--- src/rtl/hazard_stall_unit_if.sv ---
// Hazard stall unit bus: groups the decode/EX/MEM hazard inputs and the
// pipeline control outputs. The master modport is the pipeline side that
// supplies hazard information. The slave modport is the stall controller.
interface hazard_stall_unit_if #(
    parameter int REG_W = 32,
    parameter int CNT_W = 16
);
    logic [REG_W-1:0] Decode_RegisterRs;
    logic [REG_W-1:0] Decode_RegisterRt;
    logic             Decode_UsesRs;
    logic             Decode_UsesRt;
    logic             Decode_Branch;
    logic             IDEX_MemRead;
    logic             IDEX_RegWrite;
    logic [REG_W-1:0] IDEX_RegDst;
    logic             EXMEM_MemRead;
    logic [REG_W-1:0] EXMEM_RegDst;
    logic             Branch_Taken;

    logic             PC_Write;
    logic             IFID_Write;
    logic             IDEX_Bubble;
    logic             IFID_Flush;
    logic             Stall_Active;
    logic [CNT_W-1:0] Stall_Count;

    modport master (
        output Decode_RegisterRs, Decode_RegisterRt, Decode_UsesRs, Decode_UsesRt,
               Decode_Branch, IDEX_MemRead, IDEX_RegWrite, IDEX_RegDst,
               EXMEM_MemRead, EXMEM_RegDst, Branch_Taken,
        input  PC_Write, IFID_Write, IDEX_Bubble, IFID_Flush, Stall_Active, Stall_Count
    );

    modport slave (
        input  Decode_RegisterRs, Decode_RegisterRt, Decode_UsesRs, Decode_UsesRt,
               Decode_Branch, IDEX_MemRead, IDEX_RegWrite, IDEX_RegDst,
               EXMEM_MemRead, EXMEM_RegDst, Branch_Taken,
        output PC_Write, IFID_Write, IDEX_Bubble, IFID_Flush, Stall_Active, Stall_Count
    );
endinterface

--- src/rtl/hazard_stall_unit.sv ---
// Stall/flush controller for a 5-stage MIPS pipeline.
// Handles the hazards that bypassing cannot fix: load-use, and operand
// dependencies of branches resolved in decode. A two-state FSM (RUN/HOLD)
// with a small down-counter keeps a two-cycle stall alive even after the
// producing instruction has moved on, so the stall length never depends on
// what flows into ID/EX behind the bubble.
// Optional feature: define HAZ_STALL_CNT_EN to enable the saturating stall
// statistics counter on Stall_Count; otherwise Stall_Count is tied to zero.
module hazard_stall_unit #(
    parameter int REG_W = 32,
    parameter int CNT_W = 16
) (
    input logic                Clk,
    input logic                Rst,
    hazard_stall_unit_if.slave hz
);

    typedef enum logic [0:0] {
        RUN  = 1'b0,
        HOLD = 1'b1
    } state_t;

    state_t     state_q, state_d;
    logic [1:0] rem_q, rem_d;

    logic       ex_rs, ex_rt, mem_rs, mem_rt;
    logic       ex_hit, mem_hit;
    logic [1:0] need_n;
    logic       stall;

    // Register-number match; register 0 ($zero) never creates a dependency.
    function automatic logic reg_match(input logic en,
                                       input logic [REG_W-1:0] r,
                                       input logic [REG_W-1:0] dst);
        return en && (r == dst) && (r != '0);
    endfunction

    // Dependency detection against the EX and MEM stage producers.
    always_comb begin
        ex_rs   = hz.Decode_UsesRs & reg_match(hz.IDEX_RegWrite, hz.Decode_RegisterRs, hz.IDEX_RegDst);
        ex_rt   = hz.Decode_UsesRt & reg_match(hz.IDEX_RegWrite, hz.Decode_RegisterRt, hz.IDEX_RegDst);
        mem_rs  = hz.Decode_UsesRs & reg_match(hz.EXMEM_MemRead, hz.Decode_RegisterRs, hz.EXMEM_RegDst);
        mem_rt  = hz.Decode_UsesRt & reg_match(hz.EXMEM_MemRead, hz.Decode_RegisterRt, hz.EXMEM_RegDst);
        ex_hit  = ex_rs | ex_rt;
        mem_hit = mem_rs | mem_rt;
    end

    // Required stall length; the longest requirement among all rules wins.
    always_comb begin
        need_n = 2'd0;
        if (hz.Decode_Branch) begin
            if (hz.IDEX_MemRead && ex_hit) begin
                need_n = 2'd2;
            end else if (ex_hit || mem_hit) begin
                need_n = 2'd1;
            end
        end else if (hz.IDEX_MemRead && ex_hit) begin
            // Plain load-use: one bubble, forwarding covers the rest.
            need_n = 2'd1;
        end
    end

    // State and remaining-stall register; reset aborts any stall in progress.
    always_ff @(posedge Clk or negedge Rst) begin
        if (!Rst) begin
            state_q <= RUN;
            rem_q   <= 2'd0;
        end else begin
            state_q <= state_d;
            rem_q   <= rem_d;
        end
    end

    // Next state: enter HOLD for two-cycle stalls, leave when the count runs out.
    always_comb begin
        state_d = state_q;
        rem_d   = rem_q;
        case (state_q)
            RUN: begin
                if (need_n == 2'd2) begin
                    state_d = HOLD;
                    rem_d   = 2'd1;
                end else begin
                    rem_d   = 2'd0;
                end
            end
            HOLD: begin
                // Hazard inputs are ignored here; only the counter matters.
                if (rem_q <= 2'd1) begin
                    state_d = RUN;
                    rem_d   = 2'd0;
                end else begin
                    rem_d   = rem_q - 2'd1;
                end
            end
            default: begin
                state_d = RUN;
                rem_d   = 2'd0;
            end
        endcase
    end

    // Pipeline controls; a stall suppresses the flush because branch operands are stale.
    always_comb begin
        stall           = (state_q == HOLD) || (need_n != 2'd0);
        hz.PC_Write     = 1'b1;
        hz.IFID_Write   = 1'b1;
        hz.IDEX_Bubble  = 1'b0;
        hz.IFID_Flush   = 1'b0;
        hz.Stall_Active = 1'b0;
        if (Rst) begin
            hz.PC_Write     = ~stall;
            hz.IFID_Write   = ~stall;
            hz.IDEX_Bubble  = stall;
            hz.IFID_Flush   = ~stall & hz.Branch_Taken;
            hz.Stall_Active = stall;
        end
    end

`ifdef HAZ_STALL_CNT_EN
    logic [CNT_W-1:0] cnt_q, cnt_d;

    // Increment that holds at all-ones instead of wrapping.
    function automatic logic [CNT_W-1:0] sat_inc(input logic [CNT_W-1:0] v);
        return (&v) ? v : v + 1'b1;
    endfunction

    // Next count: one more for every cycle in which a stall is asserted.
    always_comb begin
        cnt_d = cnt_q;
        if (hz.Stall_Active) begin
            cnt_d = sat_inc(cnt_q);
        end
    end

    // Stall statistics register.
    always_ff @(posedge Clk or negedge Rst) begin
        if (!Rst) begin
            cnt_q <= '0;
        end else begin
            cnt_q <= cnt_d;
        end
    end

    assign hz.Stall_Count = cnt_q;
`else
    assign hz.Stall_Count = '0;
`endif

endmodule

--- src/flat_wrapper.sv ---
// flat-port wrapper written by rule: the top's interface ports become plain ports
module hazard_stall_unit_flat 
#(
    parameter int REG_W = 32,
    parameter int CNT_W = 16
)
  (Clk, Rst, hz_Decode_RegisterRs, hz_Decode_RegisterRt, hz_Decode_UsesRs, hz_Decode_UsesRt, hz_Decode_Branch, hz_IDEX_MemRead, hz_IDEX_RegWrite, hz_IDEX_RegDst, hz_EXMEM_MemRead, hz_EXMEM_RegDst, hz_Branch_Taken, hz_PC_Write, hz_IFID_Write, hz_IDEX_Bubble, hz_IFID_Flush, hz_Stall_Active, hz_Stall_Count);
  hazard_stall_unit_if #(.REG_W(REG_W), .CNT_W(CNT_W)) hz_i ();
  input logic Clk;
  input logic Rst;
  input wire logic [$bits(hz_i.Decode_RegisterRs)-1:0] hz_Decode_RegisterRs;
  input wire logic [$bits(hz_i.Decode_RegisterRt)-1:0] hz_Decode_RegisterRt;
  input wire logic [$bits(hz_i.Decode_UsesRs)-1:0] hz_Decode_UsesRs;
  input wire logic [$bits(hz_i.Decode_UsesRt)-1:0] hz_Decode_UsesRt;
  input wire logic [$bits(hz_i.Decode_Branch)-1:0] hz_Decode_Branch;
  input wire logic [$bits(hz_i.IDEX_MemRead)-1:0] hz_IDEX_MemRead;
  input wire logic [$bits(hz_i.IDEX_RegWrite)-1:0] hz_IDEX_RegWrite;
  input wire logic [$bits(hz_i.IDEX_RegDst)-1:0] hz_IDEX_RegDst;
  input wire logic [$bits(hz_i.EXMEM_MemRead)-1:0] hz_EXMEM_MemRead;
  input wire logic [$bits(hz_i.EXMEM_RegDst)-1:0] hz_EXMEM_RegDst;
  input wire logic [$bits(hz_i.Branch_Taken)-1:0] hz_Branch_Taken;
  output wire logic [$bits(hz_i.PC_Write)-1:0] hz_PC_Write;
  output wire logic [$bits(hz_i.IFID_Write)-1:0] hz_IFID_Write;
  output wire logic [$bits(hz_i.IDEX_Bubble)-1:0] hz_IDEX_Bubble;
  output wire logic [$bits(hz_i.IFID_Flush)-1:0] hz_IFID_Flush;
  output wire logic [$bits(hz_i.Stall_Active)-1:0] hz_Stall_Active;
  output wire logic [$bits(hz_i.Stall_Count)-1:0] hz_Stall_Count;
  assign hz_i.Decode_RegisterRs = hz_Decode_RegisterRs;
  assign hz_i.Decode_RegisterRt = hz_Decode_RegisterRt;
  assign hz_i.Decode_UsesRs = hz_Decode_UsesRs;
  assign hz_i.Decode_UsesRt = hz_Decode_UsesRt;
  assign hz_i.Decode_Branch = hz_Decode_Branch;
  assign hz_i.IDEX_MemRead = hz_IDEX_MemRead;
  assign hz_i.IDEX_RegWrite = hz_IDEX_RegWrite;
  assign hz_i.IDEX_RegDst = hz_IDEX_RegDst;
  assign hz_i.EXMEM_MemRead = hz_EXMEM_MemRead;
  assign hz_i.EXMEM_RegDst = hz_EXMEM_RegDst;
  assign hz_i.Branch_Taken = hz_Branch_Taken;
  assign hz_PC_Write = hz_i.PC_Write;
  assign hz_IFID_Write = hz_i.IFID_Write;
  assign hz_IDEX_Bubble = hz_i.IDEX_Bubble;
  assign hz_IFID_Flush = hz_i.IFID_Flush;
  assign hz_Stall_Active = hz_i.Stall_Active;
  assign hz_Stall_Count = hz_i.Stall_Count;
  hazard_stall_unit #(.REG_W(REG_W), .CNT_W(CNT_W)) u_core (.Clk(Clk), .Rst(Rst), .hz(hz_i));
endmodule
--- config.mk ---
export PLATFORM = sky130hd
export DESIGN_NAME = hazard_stall_unit_flat
export DESIGN_NICKNAME = d
export VERILOG_FILES = /design/src/rtl/hazard_stall_unit_if.sv /design/src/rtl/hazard_stall_unit.sv /design/src/flat_wrapper.sv
export SDC_FILE = /design/constraint.sdc
export NUM_CORES = 1
export LEC_CHECK = 0
export CAP_MARGIN = 10
export CORE_MARGIN = 2
export CORE_UTILIZATION = 33
export DETAILED_ROUTE_END_ITERATION = 6
export GPL_TIMING_DRIVEN = 0
export PLACE_DENSITY = 0.83
export SLEW_MARGIN = 40
export SYNTH_ARGS = -nofsm -noshare
export SYNTH_HDL_FRONTEND = slang
export SYNTH_SLANG_ARGS = --single-unit
--- constraint.sdc ---
create_clock -name Clk -period 3.3 [get_ports Clk]
set_input_delay 0.825 -clock Clk [delete_from_list [all_inputs] [get_ports Clk]]
set_output_delay 0.825 -clock Clk [all_outputs]
set_load 0.02 [all_outputs]
# Word-level counts from Yosys, hierarchy flattened
# Index checks and enable logic that the tools add are counted.
# word_totals
reg_bits	3
latch_bits	0
ram_bits	0
romBits	0
input_bits	137
output_inout_bits	21
wordCells	45
n_memories	0
# op_classes
n_addsub	1
mul	0
n_div	0
magnitude_cmp	1
n_eq_ne	5
shifts	0
n_mux	13
bitwise_logic	9
n_reduce_logical	14
# ops
op	count
equality test 32 bit	4
nonzero test 32 bit	2
logical AND 1 bit	9
two-way mux 1 bit	8
two-way mux 2 bit	3
AND 1 bit	5
case mux 2 bit (2 select lines)	1
equality test 2 bit (second input constant)	1
less-or-equal comparator 2 x 1 -> 1 bit (second input constant)	1
logical OR 1 bit	2
inverter 1 bit	2
OR 1 bit	2
case mux 1 bit (2 select lines)	1
nonzero test 2 bit	1
subtractor 2 x 1 -> 2 bit (second input constant)	1

# Depth between registers and ports, before layout
# Gate-level depths: netlist of run 1.
# depth
ltp_word	14
mapped_depth	7
mapped_depth_nobuf	6

# Worst setup path after synthesis of run 1
# OpenSTA, ideal clock, no wires.
# synth_path
path_kind	input-to-output
startpoint	input hz_IDEX_RegDst[23]
endpoint	output hz_Stall_Active
t_arrival_ns	2.491
required_ns	2.475
path_slack_ns	-0.016
stages	7
cell_sequence	xor2_1 nor4_1 nand3_1 or4_4 a31oi_1 o21a_1 buf_4
# synth_between
elab_chain_cells	12
elab_cells_between_ends	18
# synth_lines
item	line	rtl
from (decl)	flat_wrapper.sv:18	input wire logic [$bits(hz_i.IDEX_RegDst)-1:0] hz_IDEX_RegDst;
equality test 32 bit	hazard_stall_unit.sv:35	return en && (r == dst) && (r != '0);
logical AND 1 bit (2 in series)	hazard_stall_unit.sv:35	
AND 1 bit (on tied branches)	hazard_stall_unit.sv:40, hazard_stall_unit.sv:41	
OR 1 bit *	hazard_stall_unit.sv:44	ex_hit = ex_rs | ex_rt;
logical OR 1 bit	hazard_stall_unit.sv:54	end else if (ex_hit || mem_hit) begin
two-way mux 1 bit	hazard_stall_unit.sv:54	
two-way mux 2 bit	hazard_stall_unit.sv:52	if (hz.IDEX_MemRead && ex_hit) begin
two-way mux 2 bit *	hazard_stall_unit.sv:51	if (hz.Decode_Branch) begin
nonzero test 2 bit *	hazard_stall_unit.sv:105	stall = (state_q == HOLD) || (need_n != 2'd0);
logical OR 1 bit *	hazard_stall_unit.sv:105	
two-way mux 1 bit *	-	
to (decl)	flat_wrapper.sv:26	output wire logic [$bits(hz_i.Stall_Active)-1:0] hz_Stall_Active;
# Every way passes the cells marked *; elsewhere a longest branch is shown, timed or not.

# Worst setup path after layout of run 1
# layout_path
startpoint	input hz_Decode_RegisterRt[27]
endpoint	output hz_Stall_Active
# layout_between
elab_chain_cells	12
elab_cells_between_ends	20
# layout_lines
item	line	rtl
from (decl)	flat_wrapper.sv:12	input wire logic [$bits(hz_i.Decode_RegisterRt)-1:0] hz_Decode_RegisterRt;
equality test 32 bit	hazard_stall_unit.sv:35	
logical AND 1 bit (2 in series)	hazard_stall_unit.sv:35	
AND 1 bit (on tied branches)	hazard_stall_unit.sv:41, hazard_stall_unit.sv:43	
OR 1 bit (on tied branches)	hazard_stall_unit.sv:44, hazard_stall_unit.sv:45	
logical OR 1 bit	hazard_stall_unit.sv:54	
two-way mux 1 bit	hazard_stall_unit.sv:54	
two-way mux 2 bit	hazard_stall_unit.sv:52	
two-way mux 2 bit *	hazard_stall_unit.sv:51	
nonzero test 2 bit *	hazard_stall_unit.sv:105	
logical OR 1 bit *	hazard_stall_unit.sv:105	
two-way mux 1 bit *	hazard_stall_unit.sv:111	if (Rst) begin
# Marked as above.

==> metrics.txt, run 1 <==
status=finished with violations; failing checks=setup timing; maximum number of pins on one net before global-route repair=10; required time worst endpoint=2470 ps; commonest non-fill, non-tap cells in the layout=93 x sky130_fd_sc_hd__xor2_1, 66 x sky130_fd_sc_hd__buf_2, 30 x sky130_fd_sc_hd__buf_4, 27 x sky130_fd_sc_hd__xor2_2, 23 x sky130_fd_sc_hd__buf_6; Die Y=79.3 µm; number of global-route vias before repair=2650; pre-CTS setup slack=-1240 ps; critical path type=input pin to output port; Ports=158; buffer depth of the longest clock path=2; Final HPWL DP=7.70 mm; worst clock skew=2.29 ps; detailed-route DRC error count=0; starting utilization of the core area=0.340; headroom to the max-slew limit=0.666; antenna violations before repair=0; post-CTS clock slew at the launch and capture registers of the worst setup and hold paths=30 ps; fraction of synthesized cell area taken by the top area cell type=0.581; wire length of the first global-routing pass=13.5 mm; setup repair after global routing missed its margin=true; leakage dissipation=1.59 nW; average cell area after synthesis=7.93 µm²; Row Count=27; Clock Sinks=3; Compound-Gate Fraction of Synth Area=0.0395; DRT Pass-1 Iters=4; number of setup violations in the final report=5; post-synthesis xor/xnor area fraction=0.599; proportion of synthesized chip area in sequential cells=0.0401; clock latency on the worst-skew pair=210 ps; Clock Tree Root=sky130_fd_sc_hd__clkbuf_8; number of max-slew violations in the final report=0; leading cell type in the layout, fill and taps excluded=sky130_fd_sc_hd__xor2_1; cell area power density=162 nW/µm²; slew of the pin with the lowest slew margin=496 ps; growth of design area from synthesis to finish=103%; wire length per cell=20.0 µm; share of cells above drive strength 1=0.541; final worst slack=-229 ps; Post-Synth Simple-Gate Area=0.245; Synth Register Bits=3; gate count after technology mapping=236; diode insertion count for antenna repair=0; Synth warnings=0; Tcrit/Tclk final=1.07; post-DR vias/cell=5.23; Routed Antenna Nets=0; count of input and output buffers=141; count of routing violations after the opening detailed-route iteration=115; met1 demand-to-capacity share in global routing=0.334; Highest Clock Rate=283 MHz; netlist area before placement=1870 µm²; path category of the worst min-delay check=register to register; most used routing layer in global routing=met2; fin nets=539; critical path capture point type=output port; Worst Setup Start Kind=input pin; CTS tree=built; met2 Use GR=0.511; Global Route Usage Sum=0.284; critical path peak fanout=3; floorplan die width=79.3 µm; Core Region=5510 µm²; most area-hungry cell type in the Yosys netlist=sky130_fd_sc_hd__xor2_1; total number of H-tree levels=1; max-cap violations=0; largest voltage drop on the vdd net=0.000254 V; Global Route met3 Usage=0.0455; detailed-route via count=2473; critical path arrival=2700 ps; Congestion Overflow GR=0; Hold Violations, Final=0; final wirelength=9.46 mm; dominant combinational cell family by area after synthesis=XOR/XNOR gates; main area contributors after synthesis=sky130_fd_sc_hd__xor2_1 58%, sky130_fd_sc_hd__nor4_1 15%, sky130_fd_sc_hd__buf_4 7.2%, sky130_fd_sc_hd__dfrtp_1 4.0%, sky130_fd_sc_hd__nand4_1 3.0%; final hold slack=444 ps; Inserted Clock Buffers=3; Final Wtd Congestion=1.02; final worst path period need=3530 ps; adder-cell share of the synthesized area=0; number of distinct standard cells referenced by the synthesized netlist=25; Die Area=6290 µm²; multiplexer share of the synthesized area=0
## cell families after synthesis
| group | Yosys count |
|---|---|
| xor gates and xnor gates | 128 |
| and+or+nand+nor | 75 |
| buffers and inverters | 19 |
| AOI/OAI and AO/OA | 10 |
| DFF | 3 |
| other | 1 |
## metrics by stage
step                      cells  instance area, µm²  total power [mW]   util  TNS [ps]
final                       473                3790             0.614  0.688      -955
after global routing        473                3790             0.642  0.688     -1340
after CTS                   472                3570             0.566  0.648      -625
after detailed placement    464                3430             0.455  0.623     -5680
after global placement      464                3430             0.454  0.623     -5570
after floorplan             251                1930             0.189      -         0
## flip-flops by register name, summed over array words and instances (netlist names)
register,count
u_core.rem_q,2
u_core.state_q,1
## per-layer routing
metal / share of wire / wire [µm]
met1: 0.38 / 3570
met2: 0.50 / 4760
met5: 0 / 0
met3: 0.084 / 792
met4: 0.035 / 332
## timing repair
action / 4_1_cts / 5_1_grt
setup buffers: 4 / 1
setup endpoints to repair: 5 / 5
pin swaps: 66 / 25
gates resized for setup: 568 / 63
hold buffers: 0 / 0
## path summary, 6_finish.rpt
check	startpoint	endpoint	slack, ps	cells after the start
worst max-delay path	hz_Decode_RegisterRt[27]	hz_Stall_Active	-230	9
worst min register to register	u_core.rem_q[0]	u_core.rem_q[0]	440	1
min in group asynchronous	Rst	u_core.state_q	840	1
worst min-delay path	u_core.rem_q[0]	u_core.rem_q[0]	440	1
worst max register to register	u_core.state_q	u_core.state_q	2210	3
max in group asynchronous	Rst	u_core.rem_q[0]	2250	1
## cell usage after synthesis
cell,n
sky130_fd_sc_hd__nor4_1,44
sky130_fd_sc_hd__o21a_1,1
sky130_fd_sc_hd__nor2_1,1
sky130_fd_sc_hd__o31ai_1,1
sky130_fd_sc_hd__o21ai_1,1
sky130_fd_sc_hd__o32ai_1,1
sky130_fd_sc_hd__buf_4,18
sky130_fd_sc_hd__conb_1,1
sky130_fd_sc_hd__a21boi_2,1
sky130_fd_sc_hd__xor2_1,124
sky130_fd_sc_hd__and3_1,1
sky130_fd_sc_hd__nor2b_1,1
sky130_fd_sc_hd__nand3_1,9
sky130_fd_sc_hd__dfrtp_1,3
sky130_fd_sc_hd__clkbuf_1,1
sky130_fd_sc_hd__or4_1,2
sky130_fd_sc_hd__a22o_1,1
sky130_fd_sc_hd__or4_4,2
sky130_fd_sc_hd__xnor2_1,4
sky130_fd_sc_hd__nand2_1,2
sky130_fd_sc_hd__a31oi_1,1
sky130_fd_sc_hd__nand4_1,9
sky130_fd_sc_hd__o21ai_0,2
sky130_fd_sc_hd__nor3_1,4
sky130_fd_sc_hd__o2bb2ai_1,1
## where the power goes
| group | total, mW | internal (mW) | switching (mW) | leakage (nW) |
|---|---|---|---|---|
| logic | 0.470 | 0.215 | 0.255 | 1.52 |
| clock network | 0.106 | 0.0823 | 0.0237 | 0.0228 |
| registers | 0.0371 | 0.0371 | 0.00000000000145 | 0.0419 |
## cell type report
class                      instances  area (µm²)
sequential                         3        75.1
multi-input combinational        229        2310
fill                             486        1720
tap                               72        90.1
timing repair buffer             146        1130
buffer                            19         143
clock buffer                       4        45.0
## worst max-delay path: stages
cell and delay, ps:
sky130_fd_sc_hd__buf_2 140, sky130_fd_sc_hd__xor2_1 160, sky130_fd_sc_hd__nor4_2 350, sky130_fd_sc_hd__nand4_1 150, sky130_fd_sc_hd__or4_4 490, sky130_fd_sc_hd__nand4_1 220
sky130_fd_sc_hd__o21a_2 170, sky130_fd_sc_hd__buf_6 90, sky130_fd_sc_hd__buf_6 100
(Power assumes the default switching activity.)
==> inputs of run 2 (changes only) <==
- PLACE_DENSITY: 0.83 -> 0.79
==> run 2 against run 1 <==
Net effect: the run still ends with setup timing left; sequential cell count stayed put; setup slack worse by 67 ps; wire length is 6.3% lower; count of clock-buffer cells in the layout stayed put; power is 7.7% lower; fmax is 1.9% lower; clock skew hardly changed; die area stayed put; sequential share of layout area is 0.17 points higher; via count is 2.6% lower; critical path type unchanged; largest power group unchanged; highest routed layer unchanged.
==> metrics.txt, run 2 (synthesis gave the netlist of run 1 again) <==
floorplan die width=79.3 µm (unchanged); Core Region=5510 µm² (unchanged); post-CTS clock slew at the launch and capture registers of the worst setup and hold paths=30 ps (about the same); Row Count=27 (unchanged); wire length per cell=18.8 µm (was 20.0 µm); flip-flop count of the largest register, all copies and words added=2 (unchanged); setup slack on the worst flop-to-flop path=2260 ps (was 2210 ps); cell area power density=162 nW/µm² (about the same); finished layout cell area=3490 µm² (was 3790 µm²); min-delay src=u_core.rem_q[0] (unchanged); total number of H-tree levels=1 (unchanged); largest voltage drop on the vdd net=0.000195 V (was 0.000254 V); critical path capture point type=output port (unchanged); final wirelength=8.87 mm (was 9.46 mm); leakage dissipation=1.53 nW (was 1.59 nW); Inserted Clock Buffers=3 (unchanged); Routed Antenna Nets=0 (unchanged); Tcrit/Tclk final=1.09 (was 1.07); number of setup violations in the final report=5 (unchanged); summed negative setup slack over all endpoints=-1140 ps (was -955 ps); required time worst endpoint=2470 ps (about the same); final worst path period need=3600 ps (was 3530 ps); critical path peak fanout=3 (unchanged); failing checks=setup timing (unchanged); max-cap violations=0 (unchanged); clock latency on the worst-skew pair=210 ps (about the same); final hold slack=446 ps (was 444 ps); status=finished with violations (unchanged); detailed-route via count=2408 (was 2473); maximum number of pins on one net before global-route repair=10 (unchanged); endpoint of the worst register-to-register path=u_core.state_q (unchanged); slowest library cell on the worst path=sky130_fd_sc_hd__or4_4 (unchanged); detailed-route DRC error count=0 (unchanged); critical path type=input pin to output port (unchanged); buffer depth of the longest clock path=2 (unchanged); pre-CTS setup slack=-1200 ps (was -1240 ps); count of routing violations after the opening detailed-route iteration=121 (was 115); Hold Path Stages=1 (unchanged); Final Total Pwr=566 µW (was 614 µW); Congestion Overflow GR=0 (unchanged); growth of design area from synthesis to finish=86.6% (was 103%); Final HPWL DP=7.52 mm (was 7.70 mm); commonest non-fill, non-tap cells in the layout=105 x sky130_fd_sc_hd__xor2_1, 71 x sky130_fd_sc_hd__buf_2, 24 x sky130_fd_sc_hd__buf_4, 21 x sky130_fd_sc_hd__nor4_2, 21 x sky130_fd_sc_hd__nor4_1 (was 93 x sky130_fd_sc_hd__xor2_1, 66 x sky130_fd_sc_hd__buf_2, 30 x sky130_fd_sc_hd__buf_4, 27 x sky130_fd_sc_hd__xor2_2, 23 x sky130_fd_sc_hd__buf_6); final worst slack=-296 ps (was -229 ps); CTS tree=built (unchanged); DRT Pass-1 Iters=4 (unchanged); Ports=158 (unchanged); Global Route Usage Sum=0.271 (was 0.284); Final Wtd Congestion=0.967 (was 1.02); number of max-slew violations in the final report=0 (unchanged); post-DR vias/cell=5.10 (was 5.23); instance area after placement=3430 µm² (unchanged); startpoint of the worst register-to-register path=u_core.state_q (unchanged); Worst Hold Endpoint=u_core.rem_q[0] (unchanged); antenna violations before repair=0 (unchanged); largest registers=u_core.rem_q (2), u_core.state_q (1) (unchanged); wire length of the first global-routing pass=13.0 mm (was 13.5 mm); share of cells above drive strength 1=0.485 (was 0.541); Clock Tree Root=sky130_fd_sc_hd__clkbuf_8 (unchanged); Hold Violations, Final=0 (unchanged); leading cell type in the layout, fill and taps excluded=sky130_fd_sc_hd__xor2_1 (unchanged); crit path cell chain=clkdlybuf4s15_2 > xor2_1 > nor4_1 > nand3_1 > or4_4 > nand4_1 > o21a_2 > buf_6 > buf_6 (was buf_2 > xor2_1 > nor4_2 > nand4_1 > or4_4 > nand4_1 > o21a_2 > buf_6 > buf_6); Worst Setup Start Kind=input pin (unchanged); diode insertion count for antenna repair=0 (unchanged); depth of the most critical reg-to-reg path=3 (unchanged); number of global-route vias before repair=2636 (was 2650); cell repeated most along the worst path=sky130_fd_sc_hd__buf_6; largest reg by FF count=u_core.rem_q (unchanged); Highest Clock Rate=278 MHz (was 283 MHz); critical path's largest stage delay=440 ps (was 490 ps); Die Y=79.3 µm (unchanged); critical path arrival=2770 ps (was 2700 ps); worst clock skew=2.67 ps (was 2.29 ps); count of input and output buffers=141 (unchanged); path category of the worst min-delay check=register to register (unchanged); fin nets=538 (was 539); Die Area=6290 µm² (unchanged); starting utilization of the core area=0.340 (unchanged); setup repair after global routing missed its margin=true (unchanged); Clock Sinks=3 (unchanged)
==> run 2: worst max-delay path, delay by kind of cell <==
kind / cells / cell delay, ps
AND/OR/NAND/NOR: 4 / 1160
buffers and inverters: 3 / 430
XOR/XNOR: 1 / 180
AO/OA/AOI/OAI: 1 / 180
==> run 2: power breakdown <==
group	internal [mW]	switching, mW	total, mW
clock	0.0821	0.0215	0.104
combinational	0.197	0.229	0.426
sequential	0.0371	0.00000000000152	0.0371
total	0.316	0.250	0.566
==> run 2: routing by layer <==
| metal | global-route usage | vias up | share of wire |
|---|---|---|---|
| met1 | 0.327 | 1105 | 0.37 |
| met4 | 0.0810 | 0 | 0.029 |
| li1 | - | 1130 | - |
| met2 | 0.485 | 145 | 0.50 |
| met3 | 0.0534 | 28 | 0.096 |
| met5 | 0 | - | 0 |
==> run 2: how the worst max path moves through the flow <==
stage,from,cells past startpoint,end
2_1_floorplan,hz_IDEX_RegDst[23],7,hz_PC_Write
3_3_place_gp,hz_Decode_RegisterRt[19],9,hz_Stall_Active
3_5_place_dp,hz_Decode_RegisterRt[17],9,hz_Stall_Active
4_1_cts,hz_Decode_RegisterRt[20],9,hz_Stall_Active
5_1_grt,hz_EXMEM_RegDst[10],9,hz_Stall_Active
6_report,hz_Decode_RegisterRt[19],9,hz_Stall_Active
==> run 2: per-stage QoR <==
step / utilization / cells
floorplan: - / 251
global placement: 0.623 / 464
detailed placement: 0.623 / 464
CTS: 0.615 / 468
global route: 0.634 / 472
finish: 0.634 / 472
==> run 2: area by class of cell <==
cell class	instances	area (µm²)
Buffer	19	143
Clock buffer	4	45.0
Fill cell	522	2020
Multi-Input combinational cell	229	2080
Sequential cell	3	75.1
Tap cell	72	90.1
Timing Repair Buffer	145	1060
==> run 2: repair_timing <==
| action | CTS | global route |
|---|---|---|
| pin swaps | 68 | 37 |
| endpoints found under the hold margin | 0 | 0 |
| hold buffers | 0 | 0 |
| setup endpoints to repair | 5 | 5 |
| buffers inserted | 0 | 4 |
| gates resized for setup | 496 | 88 |
| cloned | 0 | 0 |
